### config.mk
export PLATFORM = sky130hd
export DESIGN_NAME = tcdm_bridge_slave_responder_flat
export DESIGN_NICKNAME = d
export VERILOG_FILES = /design/src/rtl/tcdm_bridge_slave_responder_pkg.sv /design/src/rtl/tcdm_bridge_slave_responder_if.sv /design/src/rtl/bridge_resp_id_fifo.sv /design/src/rtl/tcdm_bridge_slave_responder.sv /design/src/flat_wrapper.sv
export SDC_FILE = /design/constraint.sdc
export NUM_CORES = 1
export LEC_CHECK = 0
export BUFFER_PORTS_ARGS = -buffer_cell sky130_fd_sc_hd__buf_2
export CAP_MARGIN = 20
export CORE_MARGIN = 2
export CORE_UTILIZATION = 50
export DETAILED_ROUTE_END_ITERATION = 16
export PLACE_DENSITY = 0.8
export SLEW_MARGIN = 20
export SYNTH_ARGS = -nofsm -noshare
export SYNTH_HDL_FRONTEND = slang
export SYNTH_SLANG_ARGS = --single-unit
### constraint.sdc
create_clock -name clk -period 2.62 [get_ports clk]
set_clock_uncertainty 0.05 [all_clocks]
set_input_delay 0.131 -clock clk [delete_from_list [all_inputs] [get_ports clk]]
set_output_delay 0.131 -clock clk [all_outputs]
set_load 0.01 [all_outputs]
### src/rtl/tcdm_bridge_slave_responder_pkg.sv
// Shared types and helpers for the TCDM bridge slave responder.
// Holds the in-order response-tracking entry and a ceil-log2 width helper.
package tcdm_bridge_slave_responder_pkg;

    localparam int unsigned RESP_ID_WIDTH  = 16;
    localparam int unsigned RESP_AUX_WIDTH = 32;

    typedef struct packed {
        logic [RESP_ID_WIDTH-1:0]  id;
        logic [RESP_AUX_WIDTH-1:0] aux;
        logic                      wen;
    } resp_entry_t;

    function automatic int unsigned tcdm_clog2(input int unsigned value);
        int unsigned width;
        width = 0;
        while ((64'd1 << width) < 64'(value)) begin
            width = width + 1;
        end
        return width;
    endfunction

endpackage

### src/rtl/tcdm_bridge_slave_responder_if.sv
// Bundles the upstream request/response channel and the downstream memory port.
// The slave modport is the responder's view; master is the surrounding environment.
interface tcdm_bridge_slave_responder_if #(
    parameter int unsigned ADDR_WIDTH = 32,
    parameter int unsigned DATA_WIDTH = 32,
    parameter int unsigned BE_WIDTH   = DATA_WIDTH / 8,
    parameter int unsigned ID_WIDTH   = 16,
    parameter int unsigned AUX_WIDTH  = 32
);

    logic                  data_req_i;
    logic [ADDR_WIDTH-1:0] data_add_i;
    logic                  data_wen_i;
    logic [DATA_WIDTH-1:0] data_wdata_i;
    logic [BE_WIDTH-1:0]   data_be_i;
    logic [ID_WIDTH-1:0]   data_ID_i;
    logic [AUX_WIDTH-1:0]  data_aux_i;
    logic                  data_gnt_o;
    logic                  data_r_valid_o;
    logic [ID_WIDTH-1:0]   data_r_ID_o;
    logic [DATA_WIDTH-1:0] data_r_rdata_o;
    logic [AUX_WIDTH-1:0]  data_r_aux_o;

    logic                  mem_req_o;
    logic [ADDR_WIDTH-1:0] mem_add_o;
    logic                  mem_wen_o;
    logic [DATA_WIDTH-1:0] mem_wdata_o;
    logic [BE_WIDTH-1:0]   mem_be_o;
    logic                  mem_gnt_i;
    logic                  mem_r_valid_i;
    logic [DATA_WIDTH-1:0] mem_r_rdata_i;

    logic                  err_o;

    modport slave (
        input  data_req_i, data_add_i, data_wen_i, data_wdata_i, data_be_i, data_ID_i, data_aux_i,
        output data_gnt_o, data_r_valid_o, data_r_ID_o, data_r_rdata_o, data_r_aux_o,
        output mem_req_o, mem_add_o, mem_wen_o, mem_wdata_o, mem_be_o,
        input  mem_gnt_i, mem_r_valid_i, mem_r_rdata_i,
        output err_o
    );

    modport master (
        output data_req_i, data_add_i, data_wen_i, data_wdata_i, data_be_i, data_ID_i, data_aux_i,
        input  data_gnt_o, data_r_valid_o, data_r_ID_o, data_r_rdata_o, data_r_aux_o,
        input  mem_req_o, mem_add_o, mem_wen_o, mem_wdata_o, mem_be_o,
        output mem_gnt_i, mem_r_valid_i, mem_r_rdata_i,
        input  err_o
    );

endinterface

### src/rtl/bridge_resp_id_fifo.sv
// Generic synchronous FIFO with a registered occupancy count and first-word head view.
// Push while full and pop while empty are ignored so the count can never wrap.
module bridge_resp_id_fifo
    import tcdm_bridge_slave_responder_pkg::*;
#(
    parameter int unsigned DEPTH = 4,
    parameter int unsigned WIDTH = 8
) (
    input  logic             clk,
    input  logic             rst_n,
    input  logic             push,
    input  logic             pop,
    input  logic [WIDTH-1:0] data_in,
    output logic [WIDTH-1:0] head,
    output logic             full,
    output logic             empty
);

    localparam int unsigned PTR_W = tcdm_clog2(DEPTH);
    localparam int unsigned CNT_W = PTR_W + 1;

    logic [WIDTH-1:0] storage [DEPTH];
    logic [PTR_W-1:0] wr_ptr;
    logic [PTR_W-1:0] rd_ptr;
    logic [CNT_W-1:0] count;
    logic             push_ok;
    logic             pop_ok;

    assign full    = (count == CNT_W'(DEPTH));
    assign empty   = (count == '0);
    assign push_ok = push & ~full;
    assign pop_ok  = pop & ~empty;
    assign head    = storage[rd_ptr];

    always_ff @(posedge clk or negedge rst_n) begin
        if (!rst_n) begin
            for (int i = 0; i < int'(DEPTH); i++) begin
                storage[i] <= '0;
            end
            wr_ptr <= '0;
            rd_ptr <= '0;
            count  <= '0;
        end else begin
            if (push_ok) begin
                storage[wr_ptr] <= data_in;
                wr_ptr          <= wr_ptr + PTR_W'(1);
            end
            if (pop_ok) begin
                rd_ptr <= rd_ptr + PTR_W'(1);
            end
            case ({push_ok, pop_ok})
                2'b10:   count <= count + CNT_W'(1);
                2'b01:   count <= count - CNT_W'(1);
                default: count <= count;
            endcase
        end
    end

endmodule

### src/rtl/tcdm_bridge_slave_responder.sv
// Slave-side responder: gates grants on FIFO space, forwards requests downstream and
// returns in-order responses tagged with the ID/aux captured at grant time.
module tcdm_bridge_slave_responder
    import tcdm_bridge_slave_responder_pkg::*;
#(
    parameter int unsigned ADDR_WIDTH      = 32,
    parameter int unsigned DATA_WIDTH      = 32,
    parameter int unsigned BE_WIDTH        = DATA_WIDTH / 8,
    parameter int unsigned ID_WIDTH        = RESP_ID_WIDTH,
    parameter int unsigned AUX_WIDTH       = RESP_AUX_WIDTH,
    parameter int unsigned MAX_OUTSTANDING = 4
) (
    input logic                          clk,
    input logic                          rst_n,
    tcdm_bridge_slave_responder_if.slave bus
);

    localparam int unsigned ENTRY_W = $bits(resp_entry_t);

    logic                  full;
    logic                  empty;
    logic                  gnt;
    logic                  push;
    logic                  pop;
    resp_entry_t           push_entry;
    resp_entry_t           head_entry;
    logic [ENTRY_W-1:0]    head_bits;

    logic [ADDR_WIDTH-1:0] fwd_add;
    logic [DATA_WIDTH-1:0] fwd_wdata;
    logic [BE_WIDTH-1:0]   fwd_be;
    logic [ID_WIDTH-1:0]   req_id;
    logic [AUX_WIDTH-1:0]  req_aux;

    logic                  r_valid;
    logic [ID_WIDTH-1:0]   r_id;
    logic [DATA_WIDTH-1:0] r_rdata;
    logic [AUX_WIDTH-1:0]  r_aux;
    logic                  err;

    // Grant depends only on the registered full flag, so a pop never opens space the same cycle.
    assign gnt  = bus.mem_gnt_i & ~full;
    assign push = bus.data_req_i & gnt;
    assign pop  = bus.mem_r_valid_i & ~empty;

    assign fwd_add   = bus.data_add_i;
    assign fwd_wdata = bus.data_wdata_i;
    assign fwd_be    = bus.data_be_i;
    assign req_id    = bus.data_ID_i;
    assign req_aux   = bus.data_aux_i;

    assign bus.mem_req_o   = bus.data_req_i & ~full;
    assign bus.mem_add_o   = fwd_add;
    assign bus.mem_wen_o   = bus.data_wen_i;
    assign bus.mem_wdata_o = fwd_wdata;
    assign bus.mem_be_o    = fwd_be;
    assign bus.data_gnt_o  = gnt;

    assign push_entry.id  = req_id;
    assign push_entry.aux = req_aux;
    assign push_entry.wen = bus.data_wen_i;
    assign head_entry     = resp_entry_t'(head_bits);

    bridge_resp_id_fifo #(
        .DEPTH (MAX_OUTSTANDING),
        .WIDTH (ENTRY_W)
    ) u_id_fifo (
        .clk     (clk),
        .rst_n   (rst_n),
        .push    (push),
        .pop     (pop),
        .data_in (push_entry),
        .head    (head_bits),
        .full    (full),
        .empty   (empty)
    );

    always_ff @(posedge clk or negedge rst_n) begin
        if (!rst_n) begin
            r_valid <= 1'b0;
            r_id    <= '0;
            r_rdata <= '0;
            r_aux   <= '0;
            err     <= 1'b0;
        end else begin
            r_valid <= pop;
            if (pop) begin
                r_id    <= head_entry.id;
                r_aux   <= head_entry.aux;
                r_rdata <= head_entry.wen ? bus.mem_r_rdata_i : '0;
            end
            // A response with nothing outstanding is a downstream protocol violation; sticky.
            if (bus.mem_r_valid_i && empty) begin
                err <= 1'b1;
            end
        end
    end

    assign bus.data_r_valid_o = r_valid;
    assign bus.data_r_ID_o    = r_id;
    assign bus.data_r_rdata_o = r_rdata;
    assign bus.data_r_aux_o   = r_aux;
    assign bus.err_o          = err;

endmodule

### src/flat_wrapper.sv
// flat-port wrapper written by rule: the top's interface ports become plain ports
module tcdm_bridge_slave_responder_flat import tcdm_bridge_slave_responder_pkg::*;
#(
    parameter int unsigned ADDR_WIDTH      = 32,
    parameter int unsigned DATA_WIDTH      = 32,
    parameter int unsigned BE_WIDTH        = DATA_WIDTH / 8,
    parameter int unsigned ID_WIDTH        = RESP_ID_WIDTH,
    parameter int unsigned AUX_WIDTH       = RESP_AUX_WIDTH,
    parameter int unsigned MAX_OUTSTANDING = 4
)
  (clk, rst_n, bus_data_req_i, bus_data_add_i, bus_data_wen_i, bus_data_wdata_i, bus_data_be_i, bus_data_ID_i, bus_data_aux_i, bus_data_gnt_o, bus_data_r_valid_o, bus_data_r_ID_o, bus_data_r_rdata_o, bus_data_r_aux_o, bus_mem_req_o, bus_mem_add_o, bus_mem_wen_o, bus_mem_wdata_o, bus_mem_be_o, bus_mem_gnt_i, bus_mem_r_valid_i, bus_mem_r_rdata_i, bus_err_o);
  tcdm_bridge_slave_responder_if #(.ADDR_WIDTH(ADDR_WIDTH), .DATA_WIDTH(DATA_WIDTH), .BE_WIDTH(BE_WIDTH), .ID_WIDTH(ID_WIDTH), .AUX_WIDTH(AUX_WIDTH)) bus_i ();
  input logic clk;
  input logic rst_n;
  input wire logic [$bits(bus_i.data_req_i)-1:0] bus_data_req_i;
  input wire logic [$bits(bus_i.data_add_i)-1:0] bus_data_add_i;
  input wire logic [$bits(bus_i.data_wen_i)-1:0] bus_data_wen_i;
  input wire logic [$bits(bus_i.data_wdata_i)-1:0] bus_data_wdata_i;
  input wire logic [$bits(bus_i.data_be_i)-1:0] bus_data_be_i;
  input wire logic [$bits(bus_i.data_ID_i)-1:0] bus_data_ID_i;
  input wire logic [$bits(bus_i.data_aux_i)-1:0] bus_data_aux_i;
  output wire logic [$bits(bus_i.data_gnt_o)-1:0] bus_data_gnt_o;
  output wire logic [$bits(bus_i.data_r_valid_o)-1:0] bus_data_r_valid_o;
  output wire logic [$bits(bus_i.data_r_ID_o)-1:0] bus_data_r_ID_o;
  output wire logic [$bits(bus_i.data_r_rdata_o)-1:0] bus_data_r_rdata_o;
  output wire logic [$bits(bus_i.data_r_aux_o)-1:0] bus_data_r_aux_o;
  output wire logic [$bits(bus_i.mem_req_o)-1:0] bus_mem_req_o;
  output wire logic [$bits(bus_i.mem_add_o)-1:0] bus_mem_add_o;
  output wire logic [$bits(bus_i.mem_wen_o)-1:0] bus_mem_wen_o;
  output wire logic [$bits(bus_i.mem_wdata_o)-1:0] bus_mem_wdata_o;
  output wire logic [$bits(bus_i.mem_be_o)-1:0] bus_mem_be_o;
  input wire logic [$bits(bus_i.mem_gnt_i)-1:0] bus_mem_gnt_i;
  input wire logic [$bits(bus_i.mem_r_valid_i)-1:0] bus_mem_r_valid_i;
  input wire logic [$bits(bus_i.mem_r_rdata_i)-1:0] bus_mem_r_rdata_i;
  output wire logic [$bits(bus_i.err_o)-1:0] bus_err_o;
  assign bus_i.data_req_i = bus_data_req_i;
  assign bus_i.data_add_i = bus_data_add_i;
  assign bus_i.data_wen_i = bus_data_wen_i;
  assign bus_i.data_wdata_i = bus_data_wdata_i;
  assign bus_i.data_be_i = bus_data_be_i;
  assign bus_i.data_ID_i = bus_data_ID_i;
  assign bus_i.data_aux_i = bus_data_aux_i;
  assign bus_data_gnt_o = bus_i.data_gnt_o;
  assign bus_data_r_valid_o = bus_i.data_r_valid_o;
  assign bus_data_r_ID_o = bus_i.data_r_ID_o;
  assign bus_data_r_rdata_o = bus_i.data_r_rdata_o;
  assign bus_data_r_aux_o = bus_i.data_r_aux_o;
  assign bus_mem_req_o = bus_i.mem_req_o;
  assign bus_mem_add_o = bus_i.mem_add_o;
  assign bus_mem_wen_o = bus_i.mem_wen_o;
  assign bus_mem_wdata_o = bus_i.mem_wdata_o;
  assign bus_mem_be_o = bus_i.mem_be_o;
  assign bus_i.mem_gnt_i = bus_mem_gnt_i;
  assign bus_i.mem_r_valid_i = bus_mem_r_valid_i;
  assign bus_i.mem_r_rdata_i = bus_mem_r_rdata_i;
  assign bus_err_o = bus_i.err_o;
  tcdm_bridge_slave_responder #(.ADDR_WIDTH(ADDR_WIDTH), .DATA_WIDTH(DATA_WIDTH), .BE_WIDTH(BE_WIDTH), .ID_WIDTH(ID_WIDTH), .AUX_WIDTH(AUX_WIDTH), .MAX_OUTSTANDING(MAX_OUTSTANDING)) u_core (.clk(clk), .rst_n(rst_n), .bus(bus_i));
endmodule
==> Word level (Yosys, flattened, before mapping) <==
Index checks and enable logic that the tools add are counted.
{ "word_totals": {"reg_bits": 285, "latchBits": 0, "ramBits": 0, "romBits": 0, "in_bits": 154, "output_inout_bits": 153, "n_memories": 0} }
{ "op_classes": {"addsub": 4, "mul": 0, "div_mod_pow": 0, "order_cmp": 3, "n_eq_ne": 3, "shifts": 0, "n_mux": 8, "bitwise": 10, "reduce_logical": 4} }
{ "ops": {"columns": ["operator", "count"], "rows": [
  ["$bwmux W196", 1],
  ["$mux W49", 3],
  ["$bmux W49 S2", 1],
  ["$demux W49 S2", 1],
  ["$mux W32", 1],
  ["$and A1 B1 Y1", 6],
  ["$ge A3 B3 Y1 const B", 2],
  ["$not A2 Y3", 2],
  ["$pmux W3 S2", 1],
  ["$add A2 B1 Y2 const B", 2],
  ["$add A3 B1 Y3 const B", 1],
  ["$eq A3 B3 Y1 const B", 1],
  ["$logic_not A3 Y1", 1],
  ["$lt A3 B1 Y1 const B", 1],
  ["$sub A3 B1 Y3 const B", 1],
  ["$eq A2 B1 Y1 const B", 1],
  ["$eq A2 B2 Y1 const B", 1],
  ["$logic_and A1 B1 Y1", 2],
  ["$not A1 Y1", 2],
  ["$reduce_bool A2 Y1", 1]
]} }

==> Logic depth before layout (Yosys ltp) <==
Gate-level depths: netlist of the first run.
{ "depth": {"word_depth": 7, "depth_mapped": 10} }

==> By module <==
Synthesis of the first run repeated with hierarchy kept, for this count alone.
{ "unflattened": {"cells_unflattened": 825, "hier_area_um2": 12896.1} }
{ "by_module_without_submodules": {"columns": ["mod", "n_inst", "cells_each", "area_each_um2", "seq_area_each_um2"], "rows": [
  ["bridge_resp_id_fifo", 1, 513, 8843.5, 5079.9],
  ["tcdm_bridge_slave_responder", 1, 312, 4052.6, 2052.0]
]} }

==> Worst setup path before layout of the first run <==
No wires, ideal clock.
{ "synth_timing": {"path_kind": "register to register", "start": "reg u_core.u_id_fifo.count[0]", "end": "reg u_core.u_id_fifo.count[2]", "t_arrival_ns": 2.230, "t_required_ns": 2.491, "path_slack_ns": 0.261, "stages_incl_launch_ff": 11, "n_path_buf": 1, "cell_sequence": "dfrtp_1 -> or3b_1 -> buf_4 -> and3_1 -> inv_1 -> ha_1 -> inv_1 -> fa_1 -> xor2_1 -> nor2_1 -> xor2_1"} }
{ "synth_between": {"elab_chain_len": 7} }
{ "synth_rtl": {"columns": ["item", "line_no", "source"], "rows": [
  ["from (decl)", "bridge_resp_id_fifo.sv:25", "logic [CNT_W-1:0] count;"],
  ["from (signal assigned)", "bridge_resp_id_fifo.sv:52", "2'b10: count <= count + CNT_W'(1);"],
  ["from (signal assigned)", "bridge_resp_id_fifo.sv:53", "2'b01: count <= count - CNT_W'(1);"],
  ["from (signal assigned)", "bridge_resp_id_fifo.sv:54", "default: count <= count;"],
  ["$eq A3 B3 Y1", "bridge_resp_id_fifo.sv:29", "assign full = (count == CNT_W'(DEPTH));"],
  ["$not A1 Y1", "bridge_resp_id_fifo.sv:31, tcdm_bridge_slave_responder.sv:42", null],
  ["$and A1 B1 Y1", "tcdm_bridge_slave_responder.sv:42", "assign gnt = bus.mem_gnt_i & ~full;"],
  ["$and A1 B1 Y1", "tcdm_bridge_slave_responder.sv:43", "assign push = bus.data_req_i & gnt;"],
  ["$and A1 B1 Y1", "bridge_resp_id_fifo.sv:31", "assign push_ok = push & ~full;"],
  ["$eq A2 B1 Y1 or $eq A2 B2 Y1 (tied branches)", "bridge_resp_id_fifo.sv:51", "case ({push_ok, pop_ok})"],
  ["$pmux W3 S2 or $reduce_bool A2 Y1 (tied branches)", null, null]
]} }
Several ways; a longest one is shown, not always the timed one.
A chain may end at the register's enable or synchronous reset.

==> Final worst setup path of the first run <==
{ "layout_timing": {"start": "reg u_core.u_id_fifo.count[2]", "end": "reg u_core.u_id_fifo.count[2]"} }
Same word-level chain as after synthesis.

==> results of run 1 <==
Yosys cell counts (6+ instances only):
master    count  area share
inv_1         6      0.0018
buf_1         9      0.0027
mux2_2      163        0.15
clkbuf_1     15      0.0045
dfrtp_1     285        0.57
mux4_2       49       0.087
mux2_4       20       0.024
nand3_1      32       0.013
buf_2         8      0.0032
buf_4        82       0.049
nand2_1     209       0.062
mux2_1       14       0.012
area by class of cell:
cell class / count / area [µm²]
flip-flops and latches: 285 / 7140
clock buffers: 49 / 983
clock inverters: 5 / 31.3
multi-input cells: 512 / 4640
inverters: 7 / 27.5
fillers: 1924 / 9770
repair buffers: 275 / 1970
well taps: 330 / 413
stage by stage:
step / setup WS (ns) / instance area, µm² / power, mW / hold slack, ns
floorplan: 0.261 / 12600 / 12.2 / -0.215
global placement: 0.312 / 13400 / 13.6 / 0.108
detailed placement: 0.302 / 13400 / 14.0 / 0.110
CTS: 0.280 / 15200 / 18.4 / 0.0833
global route: 0.177 / 15200 / 19.4 / 0.103
finish: 0.291 / 15200 / 18.2 / 0.0949
cells by family after synthesis:
| group | count (synthesis) | share of synthesized area |
|---|---|---|
| compound gates | 2 | 0.00119 |
| xor+xnor | 6 | 0.00416 |
| fa+ha+maj | 6 | 0.00654 |
| buf+inv | 129 | 0.0700 |
| flops | 285 | 0.565 |
| mux | 247 | 0.270 |
| simple gates | 251 | 0.0831 |
where the power goes:
group / switching (mW) / total (mW) / leakage [nW] / internal (mW)
logic: 2.78 / 6.33 / 3.36 / 3.55
registers: 1.16 / 7.67 / 3.49 / 6.51
clock network: 1.69 / 4.23 / 0.503 / 2.54
layer usage:
layer,share of wire,vias to the layer above,track usage,routed length (µm)
met5,0.00023,-,0,7
met4,0.021,2,0.0587,645
met3,0.086,49,0.0693,2590
met2,0.51,260,0.404,15400
met1,0.38,3921,0.288,11600
li1,-,3475,-,-
flip-flops by register name, summed over array words and instances (netlist names):
| register | cells |
|---|---|
| u_core.bus.err_o | 1 |
| u_core.bus.data_r_aux_o | 32 |
| u_core.u_id_fifo.rd_ptr | 2 |
| u_core.bus.data_r_rdata_o | 32 |
| u_core.u_id_fifo.wr_ptr | 2 |
| u_core.bus.data_r_ID_o | 16 |
| u_core.u_id_fifo.storage | 196 |
| u_core.bus.data_r_valid_o | 1 |
| u_core.u_id_fifo.count | 3 |
path summary, 6_finish.rpt:
path / from / end / slack, ns / depth (start not counted)
hold / removal: rst_n / u_core.u_id_fifo.storage[74] / 0.09 / 2
max in group asynchronous: rst_n / u_core.u_id_fifo.storage[154] / 1.60 / 3
min in group clk: bus_mem_gnt_i / u_core.u_id_fifo.wr_ptr[0] / 0.10 / 3
hold reg to reg: u_core.bus.data_r_aux_o[3] / u_core.bus.data_r_aux_o[3] / 0.42 / 2
setup reg to reg: u_core.u_id_fifo.count[2] / u_core.u_id_fifo.count[2] / 0.29 / 9
setup / recovery: u_core.u_id_fifo.count[2] / u_core.u_id_fifo.count[2] / 0.29 / 9
timing repair:
item                       in CTS  in global routing
hold buffers                   83                  0
hold endpoints to repair      302                  0
setup endpoints to repair       0                  0
==> reports/qor.yml, run 1 <==
globalplace.congestion: 0.814
dp.final_hpwl_um: 19600
cts_tree: "yes"
fp.coreArea_um2: 25000
critPathMaxStageDelay_ns: 0.43
start_util: 0.506
syn_inst: 926
tns_ns: 0
drt_iter0_markers: 419
worst_slew_pin_slew_ns: 0.970
slew_viol_final: 0
layout.nets: 1271
crit_chain: "or3b_1 -> and3_1 -> inv_1 -> ha_1 -> inv_1 -> fa_1 -> xor2_1 -> nor2_1 -> xor2_1"
synth.ff_latch_count: 285
power_density_nw_per_um2: 1200
vias_per_cell: 5.27
hp-class: "input port to async pin"
rsz0062_at_grt: "false"
p_leak_nw: 7.35
layout_commonest_cell: "dfrtp_1"
status: "completed"
clkTransAtPathRegs_ns: 0.06
crit_arrival_ns: 2.75
num_rows: 58
grt_pass1_vias: 8507
crit_path_end_kind: "register"
ir_drop_mv: 0.674
insertion_delay_ns: 0.55
n_antenna_cell: 0
drv_cap: 0
crit_buf_inv: 2
async_reset_ff_frac: 1.00
cp_top_family: "simple AND/OR/NAND/NOR gates"
port_buffers: 170
cts_buffer_depth: 3
syn_to_final_growth_pct: 20.4
antenna_found_initial: 1
period_needed_ns: 2.33
ios: 307
crit_required_ns: 3.05
yosysWarnings: 0
wl_um: 30300
die_x_um: 163
critical_path.slowest_cell: "dfrtp_1"
post_cts_resized: 0
fmax_mhz: 429
drtAntennaViolNets: 0
post-route-drc-count: 0
synth_edf_count: 0
synth_flop_cell: "dfrtp_1"
cts_setup_buffers: 0
chipHeight_um: 163
path_class: "register to register"
setup_viol_count_final: 0
overflow: 0
ys_seq_area_frac: 0.565
hold_viol_final: 0
slew_headroom: 0.353
layout.cells.non_filler: 1463
timing.critical_path.fanout_max: 4
start_kind: "register"
mostFrequentLayoutCells: "dfrtp_1, nand2_1, buf_2"
dp.cells: 1326
vias: 7707
period_share: 0.889
wl_per_cell_um: 20.7
netlist_area_um2: 12600
synth.avg_cell_area_um2: 13.6
cts.sinks: 285
finish.utilization: 0.609
firstDrtPassIters: 4
drive_gt1_frac: 0.425
cts_root_buf: "clkbuf_16"
grt_pass1_wl_um: 48200
h-tree-depth: 1
numCtsBuffers: 30
die-area_um2: 26500
ys_types: 30
grt_max_degree: 83
synth_nets: 1086
grt.total_usage: 0.233
Note: power is estimated with default switching activity, not from simulation.
==> inputs of run 2 (changes only) <==
Settings changed: CORE_UTILIZATION 50 to 41, PLACE_DENSITY 0.8 to 0.69.
==> run 2 against run 1 <==
Net effect: power grew 0.58%; maximum frequency down 1.3%; cell count rose by 4.7%; worst hold slack worse by 0.0013 ns; core utilization fell by 10 points; sequential cell count is the same; global-route usage fell by 4.0 points; largest power group unchanged; highest routed layer is now met4.
==> reports/qor.yml, run 2 (synthesized netlist as in run 1, its figures left out) <==
status: "completed"
ios: 307  # unchanged
crit_buf_inv: 2  # unchanged
wl_um: 30800  # +1.8%
wl_per_cell_um: 20.1  # -2.8%
clkTransAtPathRegs_ns: 0.06  # about the same
fmax_mhz: 424  # -1.3%
grt.total_usage: 0.193  # -0.0400
num_rows: 64  # +10%
rsz0062_at_grt: "false"
h-tree-depth: 1  # unchanged
syn_to_final_growth_pct: 21.5
dp.cells: 1392  # +5.0%
start_util: 0.415  # -0.0908
drive_gt1_frac: 0.424  # -0.00163
cp_top_family: "simple AND/OR/NAND/NOR gates"
crit_path_end_kind: "register"
vias_per_cell: 5.07  # -3.8%
cts.sinks: 285  # unchanged
tns_ns: 0  # unchanged
firstDrtPassIters: 4  # unchanged
dp_slack_ns: 0.284  # -0.0183 ns
path_class: "register to register"
setup_viol_count_final: 0  # unchanged
insertion_delay_ns: 0.54  # about the same
timing.critical_path.fanout_max: 4  # unchanged
hold_buffers: 83  # unchanged
drtAntennaViolNets: 0  # unchanged
drt_iter0_markers: 450  # +7.4%
die-area_um2: 32200  # +21%
hold_viol_final: 0  # unchanged
overflow: 0  # unchanged
layout_setup_ws_ns: 0.261  # -0.0300 ns
mostFrequentLayoutCells: "dfrtp_1, nand2_1, buf_2"
grt_use_met2: 0.340  # -0.0639
port_buffers: 170  # unchanged
worst_slew_pin_slew_ns: 1.01  # +0.0442 ns
slew_headroom: 0.324  # -0.0295
top_register: "u_core.u_id_fifo.storage"
grt_pass1_vias: 8467  # -0.47%
crit_chain: "or3b_1 -> and3_1 -> inv_1 -> ha_1 -> inv_1 -> fa_1 -> xor2_1 -> nor2_1 -> xor2_1"
fill_cells: 2619  # +36%
period_share: 0.901  # +0.0114
crit_required_ns: 3.04  # about the same
use_met3: 0.0470  # -0.0223
p_leak_nw: 7.38  # +0.32%
cts_buffer_depth: 3  # unchanged
vias: 7761  # +0.70%
ir_drop_mv: 0.592  # -12%
slew_viol_final: 0  # unchanged
antenna_found_initial: 2  # +1
period_needed_ns: 2.36  # +0.0300 ns
start_kind: "register"
grt_pass1_wl_um: 49300  # +2.3%
crit_arrival_ns: 2.78  # +0.03 ns
cts_tree: "yes"
grt_max_degree: 83  # unchanged
globalplace.congestion: 0.778  # -4.4%
critical_path.slowest_cell: "dfrtp_1"
dp.final_hpwl_um: 20000  # +1.9%
numCtsBuffers: 30  # unchanged
fp.coreArea_um2: 30400  # +22%
grt_busiest_layer: "met2"
power_density_nw_per_um2: 1200  # -0.32%
globalRouteMet1Util: 0.238  # -0.0502
layout_commonest_cell: "dfrtp_1"
finalPower_mw: 18.3  # +0.58%
die_x_um: 179  # +10%
chipHeight_um: 179  # +10%
drv_cap: 0  # unchanged
critPathMaxStageDelay_ns: 0.44  # about the same
layout.nets: 1271  # unchanged
post_cts_resized: 0  # unchanged
largest_register_ff_count: 196  # unchanged
hp-class: "input port to async pin"
cts_root_buf: "clkbuf_16"
post-route-drc-count: 0  # unchanged
cts_setup_buffers: 0  # unchanged
layout.cells.non_filler: 1532  # +4.7%
run 2: changes by cell type in the layout (fill, tap and decap cells not counted), sizes merged:
cell    change
clkbuf      -5
diode       +1
bufinv      +3
clkinv      +4
run 2: power by group:
part           leakage [nW]  internal (mW)  switching (mW)
combinational          3.38           3.57            2.79
clock                 0.508           2.63            1.74
sequential             3.49           6.51            1.10
total                  7.38           12.7            5.63
run 2: final cells by class:
cell class              count  area, µm²  share of cell area
well taps                 396        495              0.0323
clock inverters            12        145             0.00946
flip-flops and latches    285       7140               0.465
inverters                   7       27.5             0.00179
clock buffers              44        885              0.0577
multi-input cells         512       4640               0.302
repair buffers            275       2010               0.131
diodes                      1       2.50            0.000163
run 2: layer usage:
layer | share of wire | vias up | wire (µm)
met5 | 0 | - | 0
met1 | 0.40 | 3963 | 12400
met2 | 0.50 | 238 | 15500
li1 | - | 3492 | -
met4 | 0.030 | 0 | 931
met3 | 0.063 | 68 | 1960
run 2: metrics by stage:
| stage | hold WS [ns] | area [µm²] | utilization |
|---|---|---|---|
| floorplan | -0.215 | 12600 | - |
| global placement | 0.0783 | 13500 | 0.443 |
| detailed placement | 0.0821 | 13500 | 0.443 |
| CTS | 0.0795 | 15300 | 0.504 |
| global route | 0.119 | 15300 | 0.504 |
| finish | 0.0936 | 15300 | 0.504 |
run 2: final timing paths:
| path | from | endpoint | slack [ns] | cells past startpoint |
|---|---|---|---|---|
| worst min register to register | u_core.bus.data_r_rdata_o[2] | u_core.bus.data_r_rdata_o[2] | 0.42 | 2 |
| min in group clk | bus_mem_gnt_i | u_core.u_id_fifo.wr_ptr[0] | 0.11 | 3 |
| max in group asynchronous | rst_n | u_core.bus.data_r_rdata_o[9] | 1.62 | 3 |
| worst min-delay path | rst_n | u_core.u_id_fifo.storage[123] | 0.09 | 2 |
| worst max register to register | u_core.u_id_fifo.count[2] | u_core.u_id_fifo.count[2] | 0.26 | 9 |
| worst max-delay path | u_core.u_id_fifo.count[2] | u_core.u_id_fifo.count[2] | 0.26 | 9 |
==> inputs of run 3 (changes only) <==
Settings changed: BUFFER_PORTS_ARGS -buffer_cell sky130_fd_sc_hd__buf_2 to -buffer_cell sky130_fd_sc_hd__buf_4, SLEW_MARGIN 20 to 30.
==> run 3 against run 2 <==
Net effect: routed wire length fell by 1.2%; maximum frequency up 1.2%; worst hold slack worse by 0.029 ns; critical path type unchanged; first-iteration DRC count fell by 2.4%; power decreased by 0.24%; largest power group unchanged.
==> reports/qor.yml, run 3 (synthesized netlist as in run 1, its figures left out) <==
status: "completed"
clkTransAtPathRegs_ns: 0.06  # about the same
drtAntennaViolNets: 0  # unchanged
p_leak_nw: 7.43  # +0.75%
hp-class: "input port to register"
antenna_found_initial: 0  # -2
firstDrtPassIters: 4  # unchanged
layout.nets: 1273  # +0.16%
die_x_um: 179  # unchanged
num_rows: 64  # unchanged
hold_viol_final: 0  # unchanged
critical_path.slowest_cell: "dfrtp_1"
chipHeight_um: 179  # unchanged
timing.critical_path.fanout_max: 4  # unchanged
vias: 7733  # -0.36%
period_needed_ns: 2.33  # -0.0278 ns
globalplace.congestion: 0.765  # -1.7%
drt_iter0_markers: 439  # -2.4%
final_area_um2: 15700  # +2.1%
drv_cap: 0  # unchanged
grt_pass1_wl_um: 48800  # -1.1%
largest_register_ff_count: 196  # unchanged
drive_gt1_frac: 0.424  # about the same
start_util: 0.415  # unchanged
numCtsBuffers: 29  # -3.3%
die-area_um2: 32200  # unchanged
fmax_mhz: 429  # +1.2%
dp.final_hpwl_um: 20300  # +1.4%
tns_ns: 0  # unchanged
r2r_start: "u_core.u_id_fifo.count[2]"
crit_chain: "or3b_1 -> and3_1 -> inv_1 -> ha_1 -> inv_1 -> fa_1 -> xor2_1 -> nor2_1 -> xor2_1"
crit_buf_inv: 2  # unchanged
setup_viol_count_final: 0  # unchanged
hp-start: "bus_mem_gnt_i"
post_cts_resized: 0  # unchanged
top_register: "u_core.u_id_fifo.storage"
vias_per_cell: 5.05  # -0.23%
cts_root_buf: "clkbuf_16"
cts.sinks: 285  # unchanged
ios: 307  # unchanged
grt.total_usage: 0.190  # -0.00351
wl_per_cell_um: 19.9  # -1.1%
post-route-drc-count: 0  # unchanged
insertion_delay_ns: 0.53  # about the same
crit_required_ns: 3.02  # -0.02 ns
overflow: 0  # unchanged
start_kind: "register"
ir_drop_mv: 0.727  # +23%
h-tree-depth: 1  # unchanged
cts_tree: "yes"
cts_buffer_depth: 3  # unchanged
syn_to_final_growth_pct: 24.1
crit_arrival_ns: 2.73  # -0.05 ns
crit_path_end_kind: "register"
period_share: 0.890  # -0.0106
port_buffers: 170  # unchanged
postPlaceCellArea_um2: 13900  # +3.1%
grt_max_degree: 82  # -1.2%
finish.utilization: 0.515  # +0.0106
power_density_nw_per_um2: 1170  # -2.3%
wl_um: 30400  # -1.2%
critPathMaxStageDelay_ns: 0.44  # about the same
cp_top_family: "simple AND/OR/NAND/NOR gates"
finalPower_mw: 18.3  # -0.24%
mostFrequentLayoutCells: "dfrtp_1, nand2_1, buf_4"
layout_commonest_cell: "dfrtp_1"
worst_slew_pin_slew_ns: 0.661  # -0.354 ns
rsz0062_at_grt: "false"
fp.coreArea_um2: 30400  # unchanged
cp-startpoint: "u_core.u_id_fifo.count[2]"
slew_viol_final: 0  # unchanged
path_class: "register to register"
slew_headroom: 0.560  # +0.236
grt_pass1_vias: 8338  # -1.5%
run 3: cell count changes in the layout (fill, tap and decap cells not counted), sizes merged:
cell	previous run	this run
clkinvlp	1	3
bufinv	3	1
clkbuf	44	43
clkinv	9	5
buf	192	195
run 3: worst reg2reg max path, stage by stage, from the launching register on:
cell and delay [ns]:
dfrtp_1 0.44, or3b_1 0.38, and3_1 0.23, inv_1 0.06, ha_1 0.18, inv_1 0.07, fa_1 0.43, xor2_1 0.15
nor2_1 0.11, xor2_1 0.15
run 3: final cells by class:
type,instances,area [µm²]
Fill cell,2621,14800
Sequential cell,285,7140
Multi-Input combinational cell,512,4640
Timing Repair Buffer,278,2430
Clock buffer,43,858
Tap cell,396,495
Clock inverter,8,72.6
Inverter,7,27.5
Antenna cell,1,2.50
run 3: repair_timing:
action	CTS	global route
hold endpoints to repair	301	0
buffers inserted	0	0
hold buffers	83	0
run 3: metal layers:
metal | global-route usage | up-vias | routed length (µm)
li1 | - | 3490 | -
met1 | 0.243 | 3954 | 12500
met2 | 0.329 | 231 | 15400
met3 | 0.0427 | 58 | 1880
met4 | 0.0452 | 0 | 627
met5 | 0 | - | 0
run 3: report_power, final:
part	internal (mW)	total (mW)	switching, mW	leakage [nW]
registers	6.51	7.63	1.12	3.49
logic	3.88	6.67	2.79	3.49
clock network	2.35	3.99	1.64	0.452
total	12.7	18.3	5.56	7.43
run 3: stage by stage:
step,worst slack (ns),hold slack (ns),cells
after floorplan,0.261,-0.215,926
after global placement,0.318,0.134,1395
after detailed placement,0.292,0.142,1395
after CTS,0.281,0.0470,1529
after global routing,0.164,0.0778,1529
final,0.288,0.0646,1530
run 3: path summary, 6_finish.rpt:
check	to	slack (ns)	depth (start not counted)
worst min-delay path	u_core.u_id_fifo.wr_ptr[0]	0.06	3
worst max register to register	u_core.u_id_fifo.count[2]	0.29	9
min in group asynchronous	u_core.u_id_fifo.storage[25]	0.15	2
worst min register to register	u_core.bus.data_r_aux_o[28]	0.43	2
max in group asynchronous	u_core.u_id_fifo.storage[94]	1.50	3
worst max-delay path	u_core.u_id_fifo.count[2]	0.29	9
